## src/rtl/bist_march_ctrl_if.sv

```systemverilog
// rtl/bist_march_ctrl_if.sv - SRAM access port between the March C- BIST sequencer and the array
interface bist_march_ctrl_if #(
  parameter int ADDR_W = 5,
  parameter int DATA_W = 32
);
  logic              mem_cs;
  logic              mem_we;
  logic [ADDR_W-1:0] mem_addr;
  logic [DATA_W-1:0] mem_wdata;
  logic [DATA_W-1:0] mem_rdata;

  // sequencer side: drives the access, receives read data one cycle later
  modport master (
    output mem_cs,
    output mem_we,
    output mem_addr,
    output mem_wdata,
    input  mem_rdata
  );

  // array side
  modport slave (
    input  mem_cs,
    input  mem_we,
    input  mem_addr,
    input  mem_wdata,
    output mem_rdata
  );
endinterface

```

## src/rtl/bist_march_ctrl.sv

```systemverilog
// rtl/bist_march_ctrl.sv - March C- SRAM self-test sequencer with sticky pass/fail and first-fail capture
module bist_march_ctrl #(
  parameter int ADDR_W       = 5,
  parameter int DATA_W       = 32,
  parameter bit STOP_ON_FAIL = 1'b0
) (
  input  logic                 clk,
  input  logic                 rst,
  input  logic                 start,
  bist_march_ctrl_if.master    mem,
  output logic [DATA_W-1:0]    pattern_0,
  output logic [DATA_W-1:0]    pattern_1,
  output logic                 busy,
  output logic                 bist_done,
  output logic                 bist_fail,
  output logic [ADDR_W-1:0]    fail_addr,
  output logic [2:0]           fail_elem,
  output logic [1:0]           fail_bg
);

  typedef enum logic [1:0] {IDLE, RUN, DRAIN, DONE} state_t;

  state_t state;

  // Position of the op currently on the SRAM port. idx is the logical step
  // within the element; down elements map it to ~idx.
  logic [1:0]        bg;
  logic [2:0]        elem;
  logic [ADDR_W-1:0] idx;
  logic              ph;

  // Position and decoded access for the op that follows the current one
  logic [1:0]        nxt_bg;
  logic [2:0]        nxt_elem;
  logic [ADDR_W-1:0] nxt_idx;
  logic              nxt_ph;
  logic              nxt_we;
  logic [ADDR_W-1:0] nxt_addr;
  logic [DATA_W-1:0] nxt_p0;
  logic [DATA_W-1:0] nxt_data;
  logic              last_op;

  // Read-compare pipeline: what the read issued last cycle should return
  logic              chk_valid;
  logic [DATA_W-1:0] chk_exp;
  logic [ADDR_W-1:0] chk_addr;
  logic [2:0]        chk_elem;
  logic [1:0]        chk_bg;
  logic              miscmp;

  function automatic logic [DATA_W-1:0] bg_pattern(input logic [1:0] b);
    logic [7:0] byte_v;
    case (b)
      2'd0:    byte_v = 8'h00;
      2'd1:    byte_v = 8'h55;
      2'd2:    byte_v = 8'h33;
      default: byte_v = 8'h0F;
    endcase
    return {(DATA_W/8){byte_v}};
  endfunction

  // M0 and M5 are single-op elements; the others are read-then-write
  function automatic logic elem_last_ph(input logic [2:0] e);
    return !((e == 3'd0) || (e == 3'd5));
  endfunction

  function automatic logic op_is_write(input logic [2:0] e, input logic p);
    return (e == 3'd0) || (p && (e != 3'd5));
  endfunction

  // 1 when the op uses pattern_1: M1/M3 write "1", M2/M4 read "1"
  function automatic logic op_is_one(input logic [2:0] e, input logic p);
    case (e)
      3'd1, 3'd3: return p;
      3'd2, 3'd4: return !p;
      default:    return 1'b0;
    endcase
  endfunction

  function automatic logic elem_is_down(input logic [2:0] e);
    return (e == 3'd3) || (e == 3'd4);
  endfunction

  // Step the March position and decode the following access
  always_comb begin
    nxt_bg   = bg;
    nxt_elem = elem;
    nxt_idx  = idx;
    nxt_ph   = 1'b0;
    if (ph != elem_last_ph(elem)) begin
      nxt_ph = 1'b1;
    end else if (idx != '1) begin
      nxt_idx = idx + 1'b1;
    end else begin
      nxt_idx = '0;
      if (elem != 3'd5) begin
        nxt_elem = elem + 3'd1;
      end else begin
        nxt_elem = 3'd0;
        nxt_bg   = bg + 2'd1;
      end
    end
    last_op  = (bg == 2'd3) && (elem == 3'd5) && (idx == '1);
    nxt_we   = op_is_write(nxt_elem, nxt_ph);
    nxt_addr = elem_is_down(nxt_elem) ? ~nxt_idx : nxt_idx;
    nxt_p0   = bg_pattern(nxt_bg);
    nxt_data = op_is_one(nxt_elem, nxt_ph) ? ~nxt_p0 : nxt_p0;
    miscmp   = chk_valid && (mem.mem_rdata != chk_exp);
  end

  // Sequencer FSM with registered SRAM port, status and first-fail capture
  always_ff @(posedge clk) begin
    if (rst) begin
      state         <= IDLE;
      bg            <= '0;
      elem          <= '0;
      idx           <= '0;
      ph            <= 1'b0;
      mem.mem_cs    <= 1'b0;
      mem.mem_we    <= 1'b0;
      mem.mem_addr  <= '0;
      mem.mem_wdata <= '0;
      pattern_0     <= '0;
      pattern_1     <= '0;
      busy          <= 1'b0;
      bist_done     <= 1'b0;
      bist_fail     <= 1'b0;
      fail_addr     <= '0;
      fail_elem     <= '0;
      fail_bg       <= '0;
      chk_valid     <= 1'b0;
      chk_exp       <= '0;
      chk_addr      <= '0;
      chk_elem      <= '0;
      chk_bg        <= '0;
    end else begin
      // Reads also drive their expected value on wdata, so the port holds it
      chk_valid <= mem.mem_cs && !mem.mem_we;
      chk_exp   <= mem.mem_wdata;
      chk_addr  <= mem.mem_addr;
      chk_elem  <= elem;
      chk_bg    <= bg;

      if (miscmp && !bist_fail) begin
        bist_fail <= 1'b1;
        fail_addr <= chk_addr;
        fail_elem <= chk_elem;
        fail_bg   <= chk_bg;
      end

      case (state)
        IDLE, DONE: begin
          if (start) begin
            state         <= RUN;
            busy          <= 1'b1;
            bist_done     <= 1'b0;
            bist_fail     <= 1'b0;
            fail_addr     <= '0;
            fail_elem     <= '0;
            fail_bg       <= '0;
            bg            <= '0;
            elem          <= '0;
            idx           <= '0;
            ph            <= 1'b0;
            mem.mem_cs    <= 1'b1;
            mem.mem_we    <= 1'b1;
            mem.mem_addr  <= '0;
            mem.mem_wdata <= bg_pattern(2'd0);
            pattern_0     <= bg_pattern(2'd0);
            pattern_1     <= ~bg_pattern(2'd0);
          end
        end
        RUN: begin
          if (last_op || (STOP_ON_FAIL && miscmp)) begin
            state      <= DRAIN;
            mem.mem_cs <= 1'b0;
            mem.mem_we <= 1'b0;
          end else begin
            bg            <= nxt_bg;
            elem          <= nxt_elem;
            idx           <= nxt_idx;
            ph            <= nxt_ph;
            mem.mem_cs    <= 1'b1;
            mem.mem_we    <= nxt_we;
            mem.mem_addr  <= nxt_addr;
            mem.mem_wdata <= nxt_data;
            pattern_0     <= nxt_p0;
            pattern_1     <= ~nxt_p0;
          end
        end
        DRAIN: begin
          state     <= DONE;
          busy      <= 1'b0;
          bist_done <= 1'b1;
        end
        default: state <= IDLE;
      endcase
    end
  end

endmodule
```

## src/flat_wrapper.sv

```systemverilog
// flat-port wrapper written by rule: the top's interface ports become plain ports
module bist_march_ctrl_flat 
#(
  parameter int ADDR_W       = 5,
  parameter int DATA_W       = 32,
  parameter bit STOP_ON_FAIL = 1'b0
)
  (clk, rst, start, pattern_0, pattern_1, busy, bist_done, bist_fail, fail_addr, fail_elem, fail_bg, mem_mem_cs, mem_mem_we, mem_mem_addr, mem_mem_wdata, mem_mem_rdata);
  bist_march_ctrl_if #(.ADDR_W(ADDR_W), .DATA_W(DATA_W)) mem_i ();
  input  logic clk;
  input  logic rst;
  input  logic start;
  output logic [DATA_W-1:0] pattern_0;
  output logic [DATA_W-1:0] pattern_1;
  output logic busy;
  output logic bist_done;
  output logic bist_fail;
  output logic [ADDR_W-1:0] fail_addr;
  output logic [2:0] fail_elem;
  output logic [1:0] fail_bg;
  output wire logic [$bits(mem_i.mem_cs)-1:0] mem_mem_cs;
  output wire logic [$bits(mem_i.mem_we)-1:0] mem_mem_we;
  output wire logic [$bits(mem_i.mem_addr)-1:0] mem_mem_addr;
  output wire logic [$bits(mem_i.mem_wdata)-1:0] mem_mem_wdata;
  input wire logic [$bits(mem_i.mem_rdata)-1:0] mem_mem_rdata;
  assign mem_mem_cs = mem_i.mem_cs;
  assign mem_mem_we = mem_i.mem_we;
  assign mem_mem_addr = mem_i.mem_addr;
  assign mem_mem_wdata = mem_i.mem_wdata;
  assign mem_i.mem_rdata = mem_mem_rdata;
  bist_march_ctrl #(.ADDR_W(ADDR_W), .DATA_W(DATA_W), .STOP_ON_FAIL(STOP_ON_FAIL)) u_core (.clk(clk), .rst(rst), .start(start), .mem(mem_i), .pattern_0(pattern_0), .pattern_1(pattern_1), .busy(busy), .bist_done(bist_done), .bist_fail(bist_fail), .fail_addr(fail_addr), .fail_elem(fail_elem), .fail_bg(fail_bg));
endmodule
```

## config.mk

```make
export PLATFORM = sky130hd
export DESIGN_NAME = bist_march_ctrl_flat
export DESIGN_NICKNAME = d
export VERILOG_FILES = /design/src/rtl/bist_march_ctrl_if.sv /design/src/rtl/bist_march_ctrl.sv /design/src/flat_wrapper.sv
export SDC_FILE = /design/constraint.sdc
export NUM_CORES = 1
export LEC_CHECK = 0
export BUFFER_PORTS_ARGS = -buffer_cell sky130_fd_sc_hd__clkbuf_2
export CAP_MARGIN = 20
export CORE_MARGIN = 2
export CORE_UTILIZATION = 55
export CTS_BUF_LIST = sky130_fd_sc_hd__clkbuf_4 sky130_fd_sc_hd__clkbuf_8
export DETAILED_ROUTE_END_ITERATION = 6
export GPL_TIMING_DRIVEN = 0
export PLACE_DENSITY = 0.88
export SETUP_SLACK_MARGIN = 0.02
export SLEW_MARGIN = 20
export SYNTH_ARGS = -nofsm -noshare
export SYNTH_HDL_FRONTEND = slang
export SYNTH_SLANG_ARGS = --single-unit
```

## constraint.sdc

```tcl
create_clock -name clk -period 8.25 [get_ports clk]
set_clock_uncertainty 0.15 [all_clocks]
set_input_delay 0.825 -clock clk [delete_from_list [all_inputs] [get_ports clk]]
set_output_delay 0.825 -clock clk [all_outputs]
set_load 0.02 [all_outputs]
```

# --- Word-level counts from Yosys, hierarchy flattened ---
# Cells that the tools add are included.
op_classes:
  add_sub_neg: 3
  n_eq_ne: 20
  mux: 57
  reduce_logical: 26
  bitwise: 2
ops:
  columns: ["op", "count"]
  rows:
  - ["two-way mux 32 bit", 6]
  - ["one-hot mux 32 bit (2 select lines)", 3]
  - ["two-way mux 5 bit", 9]
  - ["!= test 32 bit", 1]
  - ["inverter 31 -> 32 bit", 1]
  - ["two-way mux 3 bit", 8]
  - ["one-hot mux 7 bit (3 select lines)", 1]
  - ["two-way mux 2 bit", 10]
  - ["one-hot mux 5 bit (2 select lines)", 2]
  - ["one-hot mux 1 bit (2 select lines)", 6]
  - ["two-way mux 1 bit", 9]
  - ["equality test 2 bit (second input constant)", 4]
  - ["equality test 3 x 2 -> 1 bit (second input constant)", 2]
  - ["equality test 3 bit (second input constant)", 2]
  - ["logical AND 1 bit", 6]
  - ["logical NOT 3 bit", 2]
  - ["!= test 3 bit (second input constant)", 2]
  - ["one-hot mux 2 bit (3 select lines)", 1]
  - ["one-hot mux 3 bit (2 select lines)", 1]
  - ["AND reduction 2 bit", 3]
  - ["OR reduction 2 bit", 3]
  - ["adder 5 x 1 -> 5 bit (second input constant)", 1]
  - ["equality test 5 bit (second input constant)", 1]
  - ["!= test 5 bit (second input constant)", 1]
  - ["other kinds (14)", 23]
totals:
  regBits: 172
  out_inout_bits: 116
  wordCells: 130
  in_bits: 35

# --- Logic depth before layout (Yosys ltp) ---
depth:
  word_depth: 11
  ltp_mapped: 12
  ltp_nobuf: 12

# --- Least setup slack after synthesis ---
# Ideal clock, no wire load.
synth_path:
  path_kind: "reg2reg"
  from: "reg u_core.idx[0]"
  to: "reg u_core.mem.mem_wdata[25]"
  t_arrival_ps: 2481
  period_less_slack_ps: 2759
  slack_ps: 5491
  path_stages_with_launch: 13
  required_time_ps: 7972
  setup_time_ps: 128
  path_cell_list: "dfxtp_1 -> ha_1 -> and3_1 -> ha_1 -> nand4b_1 -> nor2_1 -> mux2i_1 -> inv_1 -> ha_1 -> nor2_1 -> xor2_1 -> a22oi_1 -> nor2_1"
synth_via:
  elab_chain_len: 9
  elab_cells_between_ends: 24
  classes_between: "eq/ne (9); mux (9); bitwise (1); reduce/logical (5)"
synth_rtl:
  columns: ["item", "line_no", "text"]
  rows:
  - ["start: declaration", "bist_march_ctrl.sv:29", "logic [ADDR_W-1:0] idx;"]
  - ["start signal: assignment", "bist_march_ctrl.sv:181", "idx <= nxt_idx;"]
  - ["!= test 5 bit", "bist_march_ctrl.sv:92", "end else if (idx != '1) begin"]
  - ["two-way mux 3 bit / two-way mux 2 bit (equally long branches)", "bist_march_ctrl.sv:92", null]
  - ["two-way mux 3 bit / two-way mux 2 bit (equally long branches)", "bist_march_ctrl.sv:90", "if (ph != elem_last_ph(elem)) begin"]
  - ["equality test 3 x 2 -> 1 bit, or another cell as far along", "bist_march_ctrl.sv:73", "case (e)"]
  - ["OR reduction 2 bit / one-hot mux 7 bit (3 select lines) (equally long branches)", "bist_march_ctrl.sv:73, bist_march_ctrl.sv:53", null]
  - ["one-hot mux 1 bit (2 select lines) / inverter 31 -> 32 bit (equally long branches)", "bist_march_ctrl.sv:73, bist_march_ctrl.sv:107", null]
  - ["two-way mux 32 bit", "bist_march_ctrl.sv:107", "nxt_data = op_is_one(nxt_elem, nxt_ph) ? ~nxt_p0 : nxt_p0;"]
  - ["two-way mux 32 bit", "bist_march_ctrl.sv:174", "if (last_op || (STOP_ON_FAIL && miscmp)) begin"]
  - ["one-hot mux 32 bit (2 select lines)", "bist_march_ctrl.sv:151", "case (state)"]
  - ["end signal: assignment", "bist_march_ctrl.sv:168", "mem.mem_wdata <= bg_pattern(2'd0);"]
  - ["end signal: assignment", "bist_march_ctrl.sv:186", "mem.mem_wdata <= nxt_data;"]
  - ["end: declaration", "bist_march_ctrl_if.sv:17", "output mem_wdata,"]
# Several ways; a longest one is shown, not always the timed one. The select of a mux whose other input is x is not followed.
# A chain may end at the register's enable or synchronous reset.

# --- Worst setup path in the final report ---
# Ends and elaborated chain as after synthesis.

==> out/qor.yml <==
status:
  status: "completed"
min_path:
  min_path_type: "reg2reg"
  hold_depth: 2
clocking:
  cts_resized: 0
  clkSlewWorstSetupHoldPaths_ns: 0.07
  cts_max_path_buffers: 2
  cts_hold_buf: 0
  clock-sinks: 74
  clock_latency_ns: 0.35
  root_buffer: "clkbuf_8"
  post_cts_buffers: 0
  cts_buffers: 9
  cts_tree: "yes"
  h-tree-depth: 3
job:
  maxCapViolations: 0
timing:
  fin_tns_setup_ns: 0
  worst_pin_slew_ns: 0.8221
  hold_viol: 0
  fmax_mhz: 299.5
  setup_viol: 0
  layout_worst_path_cycle_share_pct: 40.47
  fin_hold_ws_ns: 0.2895
  slew_headroom_pct: 43.62
  period_minus_slack_ns: 3.339
  rsz0062_at_grt: "false"
  drv_slew: 0
  setup_slack_ns: 4.911
grt:
  met3_usage_pct: 6.187
  top_usage_layer: "met2"
  grt_start_max_net_pins: 12
  use_met1_pct: 29.68
  grt_use_met2_pct: 43.03
  grt_overflow: 0
  grt.total_usage_pct: 25.11
  antenna_found_initial: 0
  grt_pass1_wl_um: 15300
  grt_pass1_vias: 3311
power:
  power_density_mw_per_mm2: 236.1
  p_leak_nw: 2.534
  ir_drop_v: 0.0001851
logic_synthesis:
  synth-edff-count: 0
  ys_ff_latch: 74
  syn_area_mm2: 0.003993
  yosys_warnings: 0
  yosysSeqAreaShare_pct: 37.10
  synth-async-reset-ratio_pct: 0
  avgSynthCellArea_um2: 8.680
  synth_area_leaders: "dfxtp_1 37%, buf_4 14%, mux2i_1 4.3%"
  yosysTopAreaCell: "dfxtp_1"
  yosysTopAreaCellShare_pct: 37.10
  synthTopCellsByCount: "74 x buf_4, 74 x dfxtp_1, 39 x nand2_1, 35 x nor2_1, 26 x a21oi_1"
  ys.flop_type: "dfxtp_1"
  synthDistinctLibCells: 53
  syn-instance-count: 460
floorplan:
  chipWidth_um: 89.20
  initial_core_util_pct: 55.94
  dieArea_mm2: 0.007957
  rows: 31
  pin_count: 151
  die_y_um: 89.20
  core-area_mm2: 0.007137
placed_design:
  io_buffers: 146
  placed_cells: 708
  dp_hpwl_um: 7710
  place_congestion: 0.8316
  place_ws_ns: 5.013
setup_path:
  critPathArrivalTime_ns: 3.41
  path_buf_inv: 1
  cp-start-kind: "flip-flop"
  worst-path-stages: 12
  path_class: "reg2reg"
  crit_chain: "ha_1 -> and3_1 -> ha_1 -> nand4b_1 -> nor2_1 -> mux2i_1 -> inv_1 -> ha_1 -> nor2_1 -> xor2_1 -> a22oi_1 -> nor2_1"
  cp_max_fo: 8
  rr_worst_depth: 12
  cpPeakStageDelay_ns: 0.42
  slowest_stage: "mux2i_1"
  critPathTopFamily: "simple AND/OR/NAND/NOR gates"
  cp_data_required_time_ns: 8.32
  endpoint_kind: "flip-flop"
cells_and_area:
  multiInputGateArea_mm2: 0.001832
  drive_gt1_share_pct: 40.71
  regArea_mm2: 0.001481
  nets: 665
  layoutNonFillerInstCount: 723
  syn2layout_area_growth_pct: 27.36
  fillers: 598
  n_antenna_cell: 0
routing:
  first_iter_violations: 172
  dr.pass1.iters: 6
  num_vias: 3771
  antenna_left: 0
  drc: 0
  drt_wl_total_um: 10470
  wl_per_cell_um: 14.48
  vias_per_cell: 5.216
-- power breakdown --
| part | internal (W) | leakage, nW | switching [W] |
|---|---|---|---|
| clock network | 0.000192 | 0.117 | 0.000129 |
| logic | 0.000173 | 1.82 | 0.000279 |
| registers | 0.000391 | 0.600 | 0.0000366 |
| total | 0.000756 | 2.53 | 0.000445 |
-- routing by layer --
layer  wire length [um]  vias to the layer above
met1               4096                     1756
met5                  0                        -
met4                198                        0
met2               5475                      158
li1                   -                     1839
met3                699                       18
-- area by class of cell --
| class | instances | area share (%) |
|---|---|---|
| inverters | 11 | 0.8120 |
| clock buffers | 13 | 3.273 |
| clock inverters | 2 | 1.181 |
| plain buffers | 94 | 12.77 |
| multi-input cells | 284 | 36.02 |
| well taps | 99 | 2.436 |
| repair buffers | 146 | 14.37 |
| flip-flops and latches | 74 | 29.13 |
-- cells by family (layout without fill, tap and decap cells) --
group | Yosys count | after routing | share of synthesized area (%)
multiplexers | 19 | 19 | 4.826
flip-flops | 74 | 74 | 37.10
AO/OA/AOI/OAI | 94 | 94 | 16.45
buffers and inverters | 105 | 266 | 17.30
AND/OR/NAND/NOR | 146 | 146 | 18.68
other | 1 | 4 | 0.09392
XOR/XNOR | 11 | 11 | 2.413
adder cells (fa/ha/maj) | 10 | 10 | 3.134
-- tightest hold or removal path, cell delays in order (launching register included) --
cell	delay, ns
dfxtp_1	0.30
nand2_1	0.04
mux2i_1	0.05
-- state kept, by name, indices dropped and copies added, names as in the netlist, 2 cells and up --
register and flops:
u_core.chk_elem 3, u_core.mem.mem_addr 5, u_core.idx 5, u_core.fail_bg 2
u_core.elem 3, u_core.fail_elem 3, u_core.pattern_1 8, u_core.chk_exp 8
u_core.chk_addr 5, u_core.chk_bg 2, u_core.fail_addr 5, u_core.pattern_0 7
u_core.state 2, u_core.mem.mem_wdata 8
-- stage by stage --
stage | power, W | utilization, % | instance area (um2)
after detailed placement | 0.0008801 | 68.08 | 4858
after global routing | 0.001254 | 71.25 | 5085
after CTS | 0.001199 | 71.25 | 5085
final | 0.001201 | 71.25 | 5085
after floorplan | 0.0007430 | - | 4004
after global placement | 0.0008644 | 68.08 | 4858
-- worst paths after layout --
check | from | end | slack (ns)
worst max register to register | u_core.idx[0] | u_core.mem.mem_wdata[25] | 4.91
worst min-delay path | u_core.chk_addr[4] | u_core.fail_addr[4] | 0.29
worst min register to register | u_core.chk_addr[4] | u_core.fail_addr[4] | 0.29
worst max-delay path | u_core.idx[0] | u_core.mem.mem_wdata[25] | 4.91
-- cell usage in the layout (no fill, tap or decap), drive strengths merged, types with 6 or more instances in the layout --
cell type  netlist  routed
nor2b           20      20
inv             11      11
dfxtp           74      74
nor3             8       8
nand4            9       9
buf             85      85
and3             6       6
xor2             7       7
o21ai           23      23
or4             12      12
ha              10      10
nand2           39      39
a21oi           26      26
nor2            35      35
a22oi           14      14
mux2i           17      17
clkbuf           9     168
(Power assumes the default switching activity.)
